## config.mk

```make
export PLATFORM = sky130hd
export DESIGN_NAME = nco_cfo_compensator_mc_flat
export DESIGN_NICKNAME = d
export VERILOG_FILES = /design/src/rtl/nco_cfo_compensator_mc_if.sv /design/src/rtl/nco_cfo_compensator_mc.sv /design/src/flat_wrapper.sv
export SDC_FILE = /design/constraint.sdc
export NUM_CORES = 2
export LEC_CHECK = 0
export ABC_AREA = 0
export BUFFER_PORTS_ARGS = -buffer_cell sky130_fd_sc_hd__buf_2
export CAP_MARGIN = 10
export CORE_ASPECT_RATIO = 0.6
export CORE_MARGIN = 4
export CORE_UTILIZATION = 65
export DETAILED_ROUTE_END_ITERATION = 8
export HOLD_SLACK_MARGIN = 0.08
export PLACE_DENSITY = 0.93
export SLEW_MARGIN = 20
export SYNTH_ARGS = -nofsm -noshare
export SYNTH_HDL_FRONTEND = slang
export SYNTH_SLANG_ARGS = --single-unit
```

## constraint.sdc

```tcl
create_clock -name clk -period 35.2 [get_ports clk]
set_input_delay 1.76 -clock clk [delete_from_list [all_inputs] [get_ports clk]]
set_output_delay 1.76 -clock clk [all_outputs]
set_load 0.02 [all_outputs]
```

## src/rtl/nco_cfo_compensator_mc_if.sv

```systemverilog
// Bundle of the I/Q stream (in and out) and the AXI4-Lite control port.
// No latency of its own; wires only.
// Handshake semantics are owned by the attached slave (the compensator).
interface nco_cfo_compensator_mc_if #(
    parameter int AXIS_DATA_WIDTH  = 96,
    parameter int AXIS_TUSER_WIDTH = 1
);
    logic [AXIS_DATA_WIDTH-1:0]  s_axis_tdata;
    logic [AXIS_TUSER_WIDTH-1:0] s_axis_tuser;
    logic                        s_axis_tvalid;
    logic                        s_axis_tlast;
    logic                        s_axis_tready;

    logic [AXIS_DATA_WIDTH-1:0]  m_axis_tdata;
    logic [AXIS_TUSER_WIDTH-1:0] m_axis_tuser;
    logic                        m_axis_tvalid;
    logic                        m_axis_tlast;
    logic                        m_axis_tready;

    logic        s_axi_awvalid;
    logic [3:0]  s_axi_awaddr;
    logic        s_axi_awready;
    logic        s_axi_wvalid;
    logic [31:0] s_axi_wdata;
    logic [3:0]  s_axi_wstrb;
    logic        s_axi_wready;
    logic        s_axi_bvalid;
    logic [1:0]  s_axi_bresp;
    logic        s_axi_bready;
    logic        s_axi_arvalid;
    logic [3:0]  s_axi_araddr;
    logic        s_axi_arready;
    logic        s_axi_rvalid;
    logic [31:0] s_axi_rdata;
    logic [1:0]  s_axi_rresp;
    logic        s_axi_rready;

    // Compensator side.
    modport slave (
        input  s_axis_tdata, s_axis_tuser, s_axis_tvalid, s_axis_tlast,
        output s_axis_tready,
        output m_axis_tdata, m_axis_tuser, m_axis_tvalid, m_axis_tlast,
        input  m_axis_tready,
        input  s_axi_awvalid, s_axi_awaddr, s_axi_wvalid, s_axi_wdata, s_axi_wstrb,
        input  s_axi_bready, s_axi_arvalid, s_axi_araddr, s_axi_rready,
        output s_axi_awready, s_axi_wready, s_axi_bvalid, s_axi_bresp,
        output s_axi_arready, s_axi_rvalid, s_axi_rdata, s_axi_rresp
    );

    // Stream source / sink and CPU side.
    modport master (
        output s_axis_tdata, s_axis_tuser, s_axis_tvalid, s_axis_tlast,
        input  s_axis_tready,
        input  m_axis_tdata, m_axis_tuser, m_axis_tvalid, m_axis_tlast,
        output m_axis_tready,
        output s_axi_awvalid, s_axi_awaddr, s_axi_wvalid, s_axi_wdata, s_axi_wstrb,
        output s_axi_bready, s_axi_arvalid, s_axi_araddr, s_axi_rready,
        input  s_axi_awready, s_axi_wready, s_axi_bvalid, s_axi_bresp,
        input  s_axi_arready, s_axi_rvalid, s_axi_rdata, s_axi_rresp
    );
endinterface

```

## src/rtl/nco_cfo_compensator_mc.sv

```systemverilog
// N-channel I/Q derotator by a shared NCO phase (x*e^-j0 or x*e^+j0), AXI-Lite controlled.
// Latency: m_axis_tvalid 2*N+2 cycles after accept; one beat per 2*N+3 cycles at best.
// Backpressure: one beat computing, one held; s_axis_tready low outside IDLE, nothing dropped.
module nco_cfo_compensator_mc #(
    parameter int WIDTH            = 12,
    parameter int NUM_CHANNELS     = 4,
    parameter int AXIS_DATA_WIDTH  = NUM_CHANNELS*2*WIDTH,
    parameter int AXIS_TUSER_WIDTH = 1,
    parameter int ACC_WIDTH        = 32,
    parameter int LUT_ADDR_WIDTH   = 8,
    parameter int LUT_DATA_WIDTH   = 16
) (
    input logic clk,
    input logic rst,
    nco_cfo_compensator_mc_if.slave io_bus
);
    localparam int  LUT_SIZE = 1 << LUT_ADDR_WIDTH;
    localparam int  F        = LUT_DATA_WIDTH - 1;
    localparam int  PW       = WIDTH + LUT_DATA_WIDTH;
    localparam int  SW       = PW + 1;
    localparam int  STEPS    = 2*NUM_CHANNELS;
    localparam int  STEP_W   = $clog2(STEPS);
    localparam int  IDXW     = $clog2(AXIS_DATA_WIDTH);
    localparam real PI       = 3.14159265358979323846;
    localparam logic signed [SW-1:0] RND  = SW'(1) <<< (F-1);
    localparam logic signed [SW-1:0] OMAX = (SW'(1) <<< (WIDTH-1)) - SW'(1);
    localparam logic signed [SW-1:0] OMIN = -(SW'(1) <<< (WIDTH-1));
    localparam logic [WIDTH-1:0]     WMAX = {1'b0, {(WIDTH-1){1'b1}}};
    localparam logic [WIDTH-1:0]     WMIN = {1'b1, {(WIDTH-1){1'b0}}};

    typedef enum logic [1:0] {IDLE, LUT, MUL, HOLD} state_t;
    state_t r_state, w_state_nxt;

    // Full-wave tables, scaled by 2^F-1 and truncated toward zero.
    logic signed [LUT_DATA_WIDTH-1:0] w_cos_tab [LUT_SIZE];
    logic signed [LUT_DATA_WIDTH-1:0] w_sin_tab [LUT_SIZE];
    for (genvar g = 0; g < LUT_SIZE; g++) begin : g_lut
        localparam real ANG   = 2.0 * PI * real'(g) / real'(LUT_SIZE);
        localparam real AMP   = real'((1 << F) - 1);
        localparam int  COS_V = $rtoi($cos(ANG) * AMP);
        localparam int  SIN_V = $rtoi($sin(ANG) * AMP);
        assign w_cos_tab[g] = LUT_DATA_WIDTH'(COS_V);
        assign w_sin_tab[g] = LUT_DATA_WIDTH'(SIN_V);
    end

    logic [31:0] r_inc, r_offset, r_sat_cnt, r_rdata;
    logic [2:0]  r_ctrl;
    logic        r_awready, r_bvalid, r_arready, r_rvalid;
    logic [ACC_WIDTH-1:0] r_acc;
    logic [AXIS_DATA_WIDTH-1:0]  r_dat, r_res, r_m_dat;
    logic [AXIS_TUSER_WIDTH-1:0] r_user, r_m_user;
    logic        r_last, r_conj, r_bypass, r_m_vld, r_m_last, r_s_tready;
    logic [LUT_ADDR_WIDTH-1:0] r_idx;
    logic signed [LUT_DATA_WIDTH-1:0] r_cos, r_sin;
    logic [STEP_W-1:0] r_step;

    logic        w_wr, w_rd, w_accept, w_sof, w_hold_go, w_sat_clr, w_sat_inc;
    logic        w_sel_im, w_sub, w_clip;
    logic [31:0] w_rd_val;
    logic [ACC_WIDTH-1:0] w_phase, w_phase_sum;
    logic [LUT_ADDR_WIDTH-1:0] w_idx;
    logic [IDXW-1:0] w_ch_base, w_rbase;
    logic signed [WIDTH-1:0] w_i, w_q, w_a0, w_a1;
    logic signed [PW-1:0] w_p0, w_p1;
    logic signed [SW-1:0] w_sum, w_rsum, w_rnd;
    logic [WIDTH-1:0] w_val;

    function automatic logic [31:0] strb_merge(input logic [31:0] old_v, input logic [31:0] new_v,
                                               input logic [3:0] strb);
        logic [31:0] v;
        v = old_v;
        for (int b = 0; b < 4; b++) if (strb[b]) v[8*b +: 8] = new_v[8*b +: 8];
        return v;
    endfunction

    assign w_wr      = r_awready && io_bus.s_axi_awvalid && io_bus.s_axi_wvalid;
    assign w_rd      = r_arready && io_bus.s_axi_arvalid;
    assign w_sat_clr = w_wr && (io_bus.s_axi_awaddr == 4'hC);
    assign w_accept  = (r_state == IDLE) && r_s_tready && io_bus.s_axis_tvalid;
    assign w_hold_go = (r_state == HOLD) && (!r_m_vld || io_bus.m_axis_tready);
    assign w_sof     = r_ctrl[2] && io_bus.s_axis_tuser[0];
    assign w_phase     = w_sof ? '0 : r_acc;
    assign w_phase_sum = w_phase + r_offset[ACC_WIDTH-1:0];
    assign w_idx       = LUT_ADDR_WIDTH'(w_phase_sum >> (ACC_WIDTH - LUT_ADDR_WIDTH));

    // Register read mux; misaligned or unmapped addresses read zero.
    always_comb begin
        w_rd_val = '0;
        case (io_bus.s_axi_araddr)
            4'h0:    w_rd_val = r_inc;
            4'h4:    w_rd_val = r_offset;
            4'h8:    w_rd_val = {29'b0, r_ctrl};
            4'hC:    w_rd_val = r_sat_cnt;
            default: w_rd_val = '0;
        endcase
    end

    // AXI-Lite handshakes and the control registers.
    always_ff @(posedge clk) begin
        if (rst) begin
            r_awready <= 1'b0; r_bvalid <= 1'b0; r_arready <= 1'b0; r_rvalid <= 1'b0;
            r_rdata <= '0; r_inc <= '0; r_offset <= '0; r_ctrl <= '0;
        end else begin
            r_awready <= !r_awready && io_bus.s_axi_awvalid && io_bus.s_axi_wvalid && !r_bvalid;
            r_arready <= !r_arready && io_bus.s_axi_arvalid && !r_rvalid;
            if (w_wr) r_bvalid <= 1'b1;
            else if (io_bus.s_axi_bready) r_bvalid <= 1'b0;
            if (w_rd) begin
                r_rvalid <= 1'b1;
                r_rdata  <= w_rd_val;
            end else if (io_bus.s_axi_rready) begin
                r_rvalid <= 1'b0;
            end
            if (w_wr) begin
                case (io_bus.s_axi_awaddr)
                    4'h0: r_inc    <= strb_merge(r_inc, io_bus.s_axi_wdata, io_bus.s_axi_wstrb);
                    4'h4: r_offset <= strb_merge(r_offset, io_bus.s_axi_wdata, io_bus.s_axi_wstrb);
                    4'h8: if (io_bus.s_axi_wstrb[0]) r_ctrl <= io_bus.s_axi_wdata[2:0];
                    default: ;
                endcase
            end
        end
    end

    // FSM state register.
    always_ff @(posedge clk) begin
        if (rst) r_state <= IDLE;
        else     r_state <= w_state_nxt;
    end

    // FSM next state: one beat walks IDLE -> LUT -> MUL (2 steps per channel) -> HOLD.
    always_comb begin
        w_state_nxt = r_state;
        case (r_state)
            IDLE:    if (w_accept) w_state_nxt = LUT;
            LUT:     w_state_nxt = MUL;
            MUL:     if (r_step == STEP_W'(STEPS-1)) w_state_nxt = HOLD;
            HOLD:    if (w_hold_go) w_state_nxt = IDLE;
            default: w_state_nxt = IDLE;
        endcase
    end

    // Even steps produce re (I*c, Q*s), odd steps im (Q*c, I*s) on the two shared multipliers.
    always_comb begin
        w_sel_im  = r_step[0];
        w_ch_base = IDXW'(int'(r_step >> 1) * 2 * WIDTH);
        w_rbase   = w_sel_im ? w_ch_base + IDXW'(WIDTH) : w_ch_base;
        w_i       = r_dat[w_ch_base +: WIDTH];
        w_q       = r_dat[w_ch_base + IDXW'(WIDTH) +: WIDTH];
        w_a0      = w_sel_im ? w_q : w_i;
        w_a1      = w_sel_im ? w_i : w_q;
        w_p0      = PW'(w_a0) * PW'(r_cos);
        w_p1      = PW'(w_a1) * PW'(r_sin);
        w_sub     = r_conj ^ w_sel_im;
        w_sum     = w_sub ? SW'(w_p0) - SW'(w_p1) : SW'(w_p0) + SW'(w_p1);
        w_rsum    = w_sum + RND;
        w_rnd     = w_rsum >>> F;
        w_clip    = (w_rnd > OMAX) || (w_rnd < OMIN);
        w_val     = w_clip ? ((w_rnd > OMAX) ? WMAX : WMIN) : w_rnd[WIDTH-1:0];
        w_sat_inc = (r_state == MUL) && !r_bypass && w_clip;
    end

    // Beat capture, phase accumulator, LUT lookup and per-step result write.
    always_ff @(posedge clk) begin
        if (rst) begin
            r_dat <= '0; r_user <= '0; r_last <= 1'b0; r_conj <= 1'b0; r_bypass <= 1'b0;
            r_idx <= '0; r_acc <= '0; r_step <= '0; r_cos <= '0; r_sin <= '0; r_res <= '0;
        end else begin
            if (w_accept) begin
                r_dat    <= io_bus.s_axis_tdata;
                r_user   <= io_bus.s_axis_tuser;
                r_last   <= io_bus.s_axis_tlast;
                r_conj   <= r_ctrl[0];
                r_bypass <= r_ctrl[1];
                r_idx    <= w_idx;
                r_acc    <= w_phase + r_inc[ACC_WIDTH-1:0];
                r_step   <= '0;
            end
            if (r_state == LUT) begin
                r_cos <= w_cos_tab[r_idx];
                r_sin <= w_sin_tab[r_idx];
            end
            if (r_state == MUL) begin
                r_step <= r_step + 1'b1;
                if (!r_bypass) r_res[w_rbase +: WIDTH] <= w_val;
            end
        end
    end

    // Saturation counter: sticks at all-ones; a CPU clear beats a same-cycle increment.
    always_ff @(posedge clk) begin
        if (rst || w_sat_clr)                   r_sat_cnt <= '0;
        else if (w_sat_inc && r_sat_cnt != '1)  r_sat_cnt <= r_sat_cnt + 32'd1;
    end

    // Output register: loaded from HOLD, kept stable until the sink takes it.
    always_ff @(posedge clk) begin
        if (rst) begin
            r_m_vld <= 1'b0; r_m_dat <= '0; r_m_user <= '0; r_m_last <= 1'b0; r_s_tready <= 1'b0;
        end else begin
            r_s_tready <= (w_state_nxt == IDLE);
            if (w_hold_go) begin
                r_m_vld  <= 1'b1;
                r_m_dat  <= r_bypass ? r_dat : r_res;
                r_m_user <= r_user;
                r_m_last <= r_last;
            end else if (io_bus.m_axis_tready) begin
                r_m_vld <= 1'b0;
            end
        end
    end

    assign io_bus.s_axis_tready = r_s_tready;
    assign io_bus.m_axis_tvalid = r_m_vld;
    assign io_bus.m_axis_tdata  = r_m_dat;
    assign io_bus.m_axis_tuser  = r_m_user;
    assign io_bus.m_axis_tlast  = r_m_last;
    assign io_bus.s_axi_awready = r_awready;
    assign io_bus.s_axi_wready  = r_awready;
    assign io_bus.s_axi_bvalid  = r_bvalid;
    assign io_bus.s_axi_bresp   = 2'b00;
    assign io_bus.s_axi_arready = r_arready;
    assign io_bus.s_axi_rvalid  = r_rvalid;
    assign io_bus.s_axi_rdata   = r_rdata;
    assign io_bus.s_axi_rresp   = 2'b00;
endmodule

```

## src/flat_wrapper.sv

```systemverilog
// flat-port wrapper written by rule: the top's interface ports become plain ports
module nco_cfo_compensator_mc_flat 
#(
    parameter int WIDTH            = 12,
    parameter int NUM_CHANNELS     = 4,
    parameter int AXIS_DATA_WIDTH  = NUM_CHANNELS*2*WIDTH,
    parameter int AXIS_TUSER_WIDTH = 1,
    parameter int ACC_WIDTH        = 32,
    parameter int LUT_ADDR_WIDTH   = 8,
    parameter int LUT_DATA_WIDTH   = 16
)
  (clk, rst, io_bus_s_axis_tdata, io_bus_s_axis_tuser, io_bus_s_axis_tvalid, io_bus_s_axis_tlast, io_bus_s_axis_tready, io_bus_m_axis_tdata, io_bus_m_axis_tuser, io_bus_m_axis_tvalid, io_bus_m_axis_tlast, io_bus_m_axis_tready, io_bus_s_axi_awvalid, io_bus_s_axi_awaddr, io_bus_s_axi_wvalid, io_bus_s_axi_wdata, io_bus_s_axi_wstrb, io_bus_s_axi_bready, io_bus_s_axi_arvalid, io_bus_s_axi_araddr, io_bus_s_axi_rready, io_bus_s_axi_awready, io_bus_s_axi_wready, io_bus_s_axi_bvalid, io_bus_s_axi_bresp, io_bus_s_axi_arready, io_bus_s_axi_rvalid, io_bus_s_axi_rdata, io_bus_s_axi_rresp);
  nco_cfo_compensator_mc_if #(.AXIS_DATA_WIDTH(AXIS_DATA_WIDTH), .AXIS_TUSER_WIDTH(AXIS_TUSER_WIDTH)) io_bus_i ();
  input logic clk;
  input logic rst;
  input wire logic [$bits(io_bus_i.s_axis_tdata)-1:0] io_bus_s_axis_tdata;
  input wire logic [$bits(io_bus_i.s_axis_tuser)-1:0] io_bus_s_axis_tuser;
  input wire logic [$bits(io_bus_i.s_axis_tvalid)-1:0] io_bus_s_axis_tvalid;
  input wire logic [$bits(io_bus_i.s_axis_tlast)-1:0] io_bus_s_axis_tlast;
  output wire logic [$bits(io_bus_i.s_axis_tready)-1:0] io_bus_s_axis_tready;
  output wire logic [$bits(io_bus_i.m_axis_tdata)-1:0] io_bus_m_axis_tdata;
  output wire logic [$bits(io_bus_i.m_axis_tuser)-1:0] io_bus_m_axis_tuser;
  output wire logic [$bits(io_bus_i.m_axis_tvalid)-1:0] io_bus_m_axis_tvalid;
  output wire logic [$bits(io_bus_i.m_axis_tlast)-1:0] io_bus_m_axis_tlast;
  input wire logic [$bits(io_bus_i.m_axis_tready)-1:0] io_bus_m_axis_tready;
  input wire logic [$bits(io_bus_i.s_axi_awvalid)-1:0] io_bus_s_axi_awvalid;
  input wire logic [$bits(io_bus_i.s_axi_awaddr)-1:0] io_bus_s_axi_awaddr;
  input wire logic [$bits(io_bus_i.s_axi_wvalid)-1:0] io_bus_s_axi_wvalid;
  input wire logic [$bits(io_bus_i.s_axi_wdata)-1:0] io_bus_s_axi_wdata;
  input wire logic [$bits(io_bus_i.s_axi_wstrb)-1:0] io_bus_s_axi_wstrb;
  input wire logic [$bits(io_bus_i.s_axi_bready)-1:0] io_bus_s_axi_bready;
  input wire logic [$bits(io_bus_i.s_axi_arvalid)-1:0] io_bus_s_axi_arvalid;
  input wire logic [$bits(io_bus_i.s_axi_araddr)-1:0] io_bus_s_axi_araddr;
  input wire logic [$bits(io_bus_i.s_axi_rready)-1:0] io_bus_s_axi_rready;
  output wire logic [$bits(io_bus_i.s_axi_awready)-1:0] io_bus_s_axi_awready;
  output wire logic [$bits(io_bus_i.s_axi_wready)-1:0] io_bus_s_axi_wready;
  output wire logic [$bits(io_bus_i.s_axi_bvalid)-1:0] io_bus_s_axi_bvalid;
  output wire logic [$bits(io_bus_i.s_axi_bresp)-1:0] io_bus_s_axi_bresp;
  output wire logic [$bits(io_bus_i.s_axi_arready)-1:0] io_bus_s_axi_arready;
  output wire logic [$bits(io_bus_i.s_axi_rvalid)-1:0] io_bus_s_axi_rvalid;
  output wire logic [$bits(io_bus_i.s_axi_rdata)-1:0] io_bus_s_axi_rdata;
  output wire logic [$bits(io_bus_i.s_axi_rresp)-1:0] io_bus_s_axi_rresp;
  assign io_bus_i.s_axis_tdata = io_bus_s_axis_tdata;
  assign io_bus_i.s_axis_tuser = io_bus_s_axis_tuser;
  assign io_bus_i.s_axis_tvalid = io_bus_s_axis_tvalid;
  assign io_bus_i.s_axis_tlast = io_bus_s_axis_tlast;
  assign io_bus_s_axis_tready = io_bus_i.s_axis_tready;
  assign io_bus_m_axis_tdata = io_bus_i.m_axis_tdata;
  assign io_bus_m_axis_tuser = io_bus_i.m_axis_tuser;
  assign io_bus_m_axis_tvalid = io_bus_i.m_axis_tvalid;
  assign io_bus_m_axis_tlast = io_bus_i.m_axis_tlast;
  assign io_bus_i.m_axis_tready = io_bus_m_axis_tready;
  assign io_bus_i.s_axi_awvalid = io_bus_s_axi_awvalid;
  assign io_bus_i.s_axi_awaddr = io_bus_s_axi_awaddr;
  assign io_bus_i.s_axi_wvalid = io_bus_s_axi_wvalid;
  assign io_bus_i.s_axi_wdata = io_bus_s_axi_wdata;
  assign io_bus_i.s_axi_wstrb = io_bus_s_axi_wstrb;
  assign io_bus_i.s_axi_bready = io_bus_s_axi_bready;
  assign io_bus_i.s_axi_arvalid = io_bus_s_axi_arvalid;
  assign io_bus_i.s_axi_araddr = io_bus_s_axi_araddr;
  assign io_bus_i.s_axi_rready = io_bus_s_axi_rready;
  assign io_bus_s_axi_awready = io_bus_i.s_axi_awready;
  assign io_bus_s_axi_wready = io_bus_i.s_axi_wready;
  assign io_bus_s_axi_bvalid = io_bus_i.s_axi_bvalid;
  assign io_bus_s_axi_bresp = io_bus_i.s_axi_bresp;
  assign io_bus_s_axi_arready = io_bus_i.s_axi_arready;
  assign io_bus_s_axi_rvalid = io_bus_i.s_axi_rvalid;
  assign io_bus_s_axi_rdata = io_bus_i.s_axi_rdata;
  assign io_bus_s_axi_rresp = io_bus_i.s_axi_rresp;
  nco_cfo_compensator_mc #(.WIDTH(WIDTH), .NUM_CHANNELS(NUM_CHANNELS), .AXIS_DATA_WIDTH(AXIS_DATA_WIDTH), .AXIS_TUSER_WIDTH(AXIS_TUSER_WIDTH), .ACC_WIDTH(ACC_WIDTH), .LUT_ADDR_WIDTH(LUT_ADDR_WIDTH), .LUT_DATA_WIDTH(LUT_DATA_WIDTH)) u_core (.clk(clk), .rst(rst), .io_bus(io_bus_i));
endmodule
```

# --- Yosys cells after proc, flatten, opt, wreduce, memory -nomap -nowiden ---
# Memories as Yosys holds them, arrays and structs flattened. A register that Yosys moved wholly into a read port is not among the register bits.
# Cells that the tools add are included.
# W data, S select, Z words.
word_totals:
  register_bits: 476
  romBits: 8192
  inputBits: 151
  output_inout_bits: 141
  word_cells: 129
  memories: 2
classes:
  addsub: 9
  n_mul: 3
  magnitude_cmp: 2
  eq_ne: 11
  shift: 4
  muxes: 22
  n_bitwise: 3
  n_reduce_logical: 43
memory_table:
  columns: ["memory", "depth", "width", "read_ports", "rd_ports_with_merged_regs", "wr", "line", "source"]
  rows:
  - ["(name not given)", 256, 16, 1, 1, 0, "nco_cfo_compensator_mc.sv:180", "r_cos <= w_cos_tab[r_idx];"]
  - ["(name not given)", 256, 16, 1, 1, 0, "nco_cfo_compensator_mc.sv:181", "r_sin <= w_sin_tab[r_idx];"]
ops:
  columns: ["cell", "count"]
  rows:
  - ["$shiftx A96 B8 Y12", 2]
  - ["$pmux W32 S4", 1]
  - ["$bwmux W96", 1]
  - ["$mux W96", 1]
  - ["$shift A12 B9 Y96 const A", 1]
  - ["$shiftx A12 B9 Y96", 1]
  - ["$add A32 B32 Y32", 2]
  - ["$mul A12 B16 Y28", 2]
  - ["$mux W12", 4]
  - ["$add A32 B1 Y32 const B", 1]
  - ["$mux W32", 1]
  - ["$ne A32 B32 Y1 const B", 1]
  - ["$add A28 B28 Y29", 1]
  - ["$add A29 B16 Y29 const B", 1]
  - ["$mux W29", 1]
  - ["$sub A28 B28 Y29", 1]
  - ["$reduce_and A3 Y1", 9]
  - ["$eq A4 B4 Y1 const B", 4]
  - ["$logic_and A1 B1 Y1", 16]
  - ["$gt A14 B12 Y1 const B", 1]
  - ["$lt A14 B12 Y1 const B", 1]
  - ["$neg A7 Y9", 1]
  - ["$not A8 Y9", 1]
  - ["$eq A4 B3 Y1 const B", 2]
  - ["other kinds (19)", 40]

# --- Logic depth before layout (Yosys ltp) ---
depth:
  depth_word: 13
  ltp_mapped: 53

# --- Worst setup path after synthesis ---
# Ideal clock, no wire load.
synth_timing:
  path_kind: "register to register"
  from: "register u_core.r_step[1]"
  to: "register u_core.r_sat_cnt[29]"
  setup_ns: 0.071
  arrival_time_ns: 11.953
  required_time_ns: 35.129
  setup_slack_ns: 23.176
  stages_incl_launch_ff: 48
  n_path_buf: 8
  path_cell_list: "dfxtp_1 > buf_1 > buf_1 > inv_1 > ha_1 > buf_2 > clkbuf_1 > buf_1 > mux4_2 > nand2_1 > o21ai_0 > mux2_2 > clkbuf_1 > nand2_1 > fa_1 > fa_1 > fa_1 > inv_1 > [... 12 more ...] > and4_1 > o211ai_1 > a41o_1 > and3_4 > xnor2_1 > ha_1 > inv_1 > nor3_1 > nand3_1 > or3_1 > o41a_1 > nand2_2 > xnor2_4 > mux2i_1 > nand3_2 > buf_2 > or3_1 > a21oi_1"
synth_between:
  elab_chain_len: 12
  word_cells_on_any_way: 17
  cone_classes: "add/sub (4); mul (3); order compare (2); shift (2); mux (3); reduce/logical (3)"
synth_lines:
  columns: ["item", "line", "source"]
  rows:
  - ["start, declared", "nco_cfo_compensator_mc.sv:55", "logic [STEP_W-1:0] r_step;"]
  - ["start signal, assigned", "nco_cfo_compensator_mc.sv:184", "r_step <= r_step + 1'b1;"]
  - ["$mul A2 B2 Y4 *", "nco_cfo_compensator_mc.sv:146", "w_ch_base = IDXW'(int'(r_step >> 1) * 2 * WIDTH);"]
  - ["$add A7 B4 Y7", "nco_cfo_compensator_mc.sv:149", "w_q = r_dat[w_ch_base + IDXW'(WIDTH) +: WIDTH];"]
  - ["$shiftx A96 B8 Y12", "nco_cfo_compensator_mc.sv:149", null]
  - ["$mux W12, on equally long branches", "nco_cfo_compensator_mc.sv:150, nco_cfo_compensator_mc.sv:151", null]
  - ["$mul A12 B16 Y28, on equally long branches", "nco_cfo_compensator_mc.sv:152, nco_cfo_compensator_mc.sv:153", null]
  - ["$add A28 B28 Y29 / $sub A28 B28 Y29 (equally long branches)", "nco_cfo_compensator_mc.sv:155", "w_sum = w_sub ? SW'(w_p0) - SW'(w_p1) : SW'(w_p0) + SW'(w_p1);"]
  - ["$mux W29 *", "nco_cfo_compensator_mc.sv:155", null]
  - ["$add A29 B16 Y29 *", "nco_cfo_compensator_mc.sv:156", "w_rsum = w_sum + RND;"]
  - ["$gt A14 B12 Y1 / $lt A14 B12 Y1 (equally long branches)", "nco_cfo_compensator_mc.sv:158", "w_clip = (w_rnd > OMAX) || (w_rnd < OMIN);"]
  - ["$logic_or A1 B1 Y1 *", "nco_cfo_compensator_mc.sv:158", null]
  - ["$logic_and A1 B1 Y1 *", "nco_cfo_compensator_mc.sv:160", "w_sat_inc = (r_state == MUL) && !r_bypass && w_clip;"]
  - ["$logic_and A1 B1 Y1 *", "nco_cfo_compensator_mc.sv:193", "else if (w_sat_inc && r_sat_cnt != '1) r_sat_cnt <= r_sat_cnt + 32'd1;"]
  - ["end signal, assigned", "nco_cfo_compensator_mc.sv:193", null]
  - ["end, declared", "nco_cfo_compensator_mc.sv:46", "logic [31:0] r_inc, r_offset, r_sat_cnt, r_rdata;"]
# Every way passes the cells marked *; elsewhere a longest branch is shown, timed or not.
# A chain may end at the register's enable or synchronous reset.

# --- Worst setup path after layout ---
layout_timing:
  from: "register u_core.r_step[1]"
  to: "register u_core.r_sat_cnt[31]"
# Same word-level chain as after synthesis.

==> run summary <==
CP Capture Type: flop
FMAX: 69.6 MHz
CP Launch Type: flop
# nets final: 6356
MaxCap Viol Count: 0
Worst skew pair latency: 600 ps
Core footprint: 68300 um2
Leakage power: 19.7 nW
Hold path startpoint: u_core.r_acc[26]
Synthesized instance count: 5571
Slew @ Worst Pin: 1170 ps
Async SR Flop Fraction: 0
Crit path from: u_core.r_step[1]
H-tree Lvls: 2
Seq cells post-synth: 508
Commonest cells after routing, fill and taps aside: nand2_1, nor2_1, dfxtp_1
Yosys cell types: 107
RSZ-0062 raised after global routing: no
Total Routed Length: 174000 um
Register area share after synthesis: 0.226
Detailed Place HPWL: 134000 um
Vias post-DR: 44.8k
TritonCTS Buffers: 43
Clock tree from TritonCTS: built
Max clock buf depth: 3
Fin crit period: 14360 ps
Final estimated routing congestion in global placement: 1.10
Area growth, synth to finish: 7.37%
Kind of critical path: flop to flop
Setup violators final: 0
Synth Flop Type: dfxtp_1
EDFF count, synth: 0
Clock Skews: 20.3 ps
Final Hold Viols: 0
CP max FO: 43
Reg2reg start: u_core.r_step[1]
Layout cells sized above 1: 0.110
Global route total overflow: 0
Largest net degree at the start of global routing: 213
Resized cells post-CTS: 0
First-pass GRT wire length: 263000 um
Setup TNS: 0 ps
DRC: 0
Postcts setup bufs: 0
Max Slew Vio Count: 0
Slowest cell on crit path: nor3b_1
Tcrit/Tclk final: 0.408
Clk slew on worst S/H paths: 80 ps
CP top delay family: simple AND/OR/NAND/NOR gates
Cell Area, Synth: 45000 um2
ANT nets after route: 0
Slowest stage delay, CP: 890 ps
Initial antenna violation count: 3
Aggregate global-route resource usage: 0.463
Port buffer count: 287
Buf/Inv on CP: 6
Crit path DAT: 14880 ps
Clock Sinks: 508
Hold buffers post-CTS: 0
Die height: 212 um
Worst hold slack: 447 ps
Root buf cell: clkbuf_16
Vias in the first global route: 43.0k
Ports: 292
Hold WC Path Type: flop to flop
Vias per cell: 6.83
Die W: 348 um
Starting Density: 0.659
Die area: 73600 um2
Average size of a mapped cell: 8.08 um2
Routed len/inst: 26.6 um
Pwr dens: 34.8 nW/um2
# rows: 74
Status: complete, no violations
Maximum VDD drop: 0.0000419 V
Most common cell after layout, fill and taps aside: nand2_1
Slew margin rel.: 0.223
Total number of yosys warnings: 0
Starting DRT DRC Count: 6879
DRT Pass-1 Iters: 8
CP Data Required Time: 35720 ps
==> layout make-up <==
| class | instances | area [um2] |
|---|---|---|
| diodes | 2 | 5.00 |
| clock buffers | 65 | 1300 |
| clock inverters | 14 | 194 |
| fillers | 5190 | 20000 |
| inverters | 485 | 1820 |
| multi-input cells | 4225 | 31700 |
| flip-flops and latches | 508 | 10200 |
| well taps | 912 | 1140 |
| repair buffers | 351 | 1940 |
==> worst paths after layout <==
check / end / slack (ps) / cells past startpoint
worst max-delay path: u_core.r_sat_cnt[31] / 20840 / 41
worst max register to register: u_core.r_sat_cnt[31] / 20840 / 41
worst min register to register: u_core.r_acc[26] / 450 / 2
worst min-delay path: u_core.r_acc[26] / 450 / 2
==> metrics by stage <==
step                utilization  instance area [um2]  std cells  setup WS [ps]  total power [mW]
detailed placement        0.685                46800       6481          21530              1.15
global route              0.707                48300       6561          20280              1.74
finish                    0.707                48300       6562          20840              1.68
global placement          0.685                46800       6481          21850              1.14
CTS                       0.707                48300       6560          21460              1.65
floorplan                     -                45000       5574          23180             0.979
==> worst min-delay path, stage by stage, from the launching register on <==
cell     delay, ps
dfxtp_1        300
nand2_1         50
a21oi_1         50
==> logic make-up after synthesis <==
logic type                 after synthesis  synth area share
and+or+nand+nor                       1918             0.190
buffers and inverters                  841            0.0712
xor gates and xnor gates               157            0.0311
DFF                                    508             0.226
adders and majority gates              591             0.224
AOI/OAI and AO/OA                     1266             0.177
other                                    1         0.0000833
muxes                                  289            0.0799
==> metal layers <==
metal,track usage,share of wire
met4,0.170,0.047
met1,0.664,0.40
met3,0.196,0.17
met2,0.618,0.38
met5,0,0.00014
==> Yosys cell counts (all sizes together), types with 10 or more instances <==
cell	number	area share
nor3	81	0.0092
xnor2	99	0.020
a31oi	56	0.0091
inv	482	0.040
or2	31	0.0043
ha	234	0.065
or3	31	0.0044
and3	40	0.0057
clkbuf	292	0.024
buf	64	0.0064
fa	357	0.16
a221oi	15	0.0031
a21oi	454	0.051
nand3	101	0.012
dfxtp	508	0.23
o311ai	11	0.0021
o31ai	25	0.0043
a22oi	38	0.0065
nand2b	33	0.0046
mux2	51	0.013
a22o	10	0.0019
nand2	801	0.067
xor2	58	0.011
o21bai	13	0.0022
a32oi	11	0.0023
a21o	42	0.0070
a311oi	24	0.0047
o211ai	41	0.0070
o22ai	18	0.0025
nor4	13	0.0021
nor2	530	0.044
nor2b	50	0.0070
mux2i	187	0.042
o21a	24	0.0040
o21ai	258	0.029
a211oi	143	0.024
mux4	51	0.026
and2	136	0.019
nand4	42	0.0058
==> state kept, by name, summed over array words and instances (netlist names), 32 cells and up <==
signal / flops
u_core.io_bus.m_axis_tdata: 96
u_core.r_dat: 96
u_core.r_res: 96
u_core.io_bus.s_axi_rdata: 32
u_core.r_acc: 32
u_core.r_inc: 32
u_core.r_offset: 32
u_core.r_sat_cnt: 32
==> where the power goes <==
part / leakage [nW] / internal (mW) / switching (mW) / total (mW)
registers: 4.11 / 0.585 / 0.0245 / 0.609
logic: 14.8 / 0.173 / 0.385 / 0.558
clock network: 0.729 / 0.280 / 0.237 / 0.516
(Power assumes the default switching activity.)
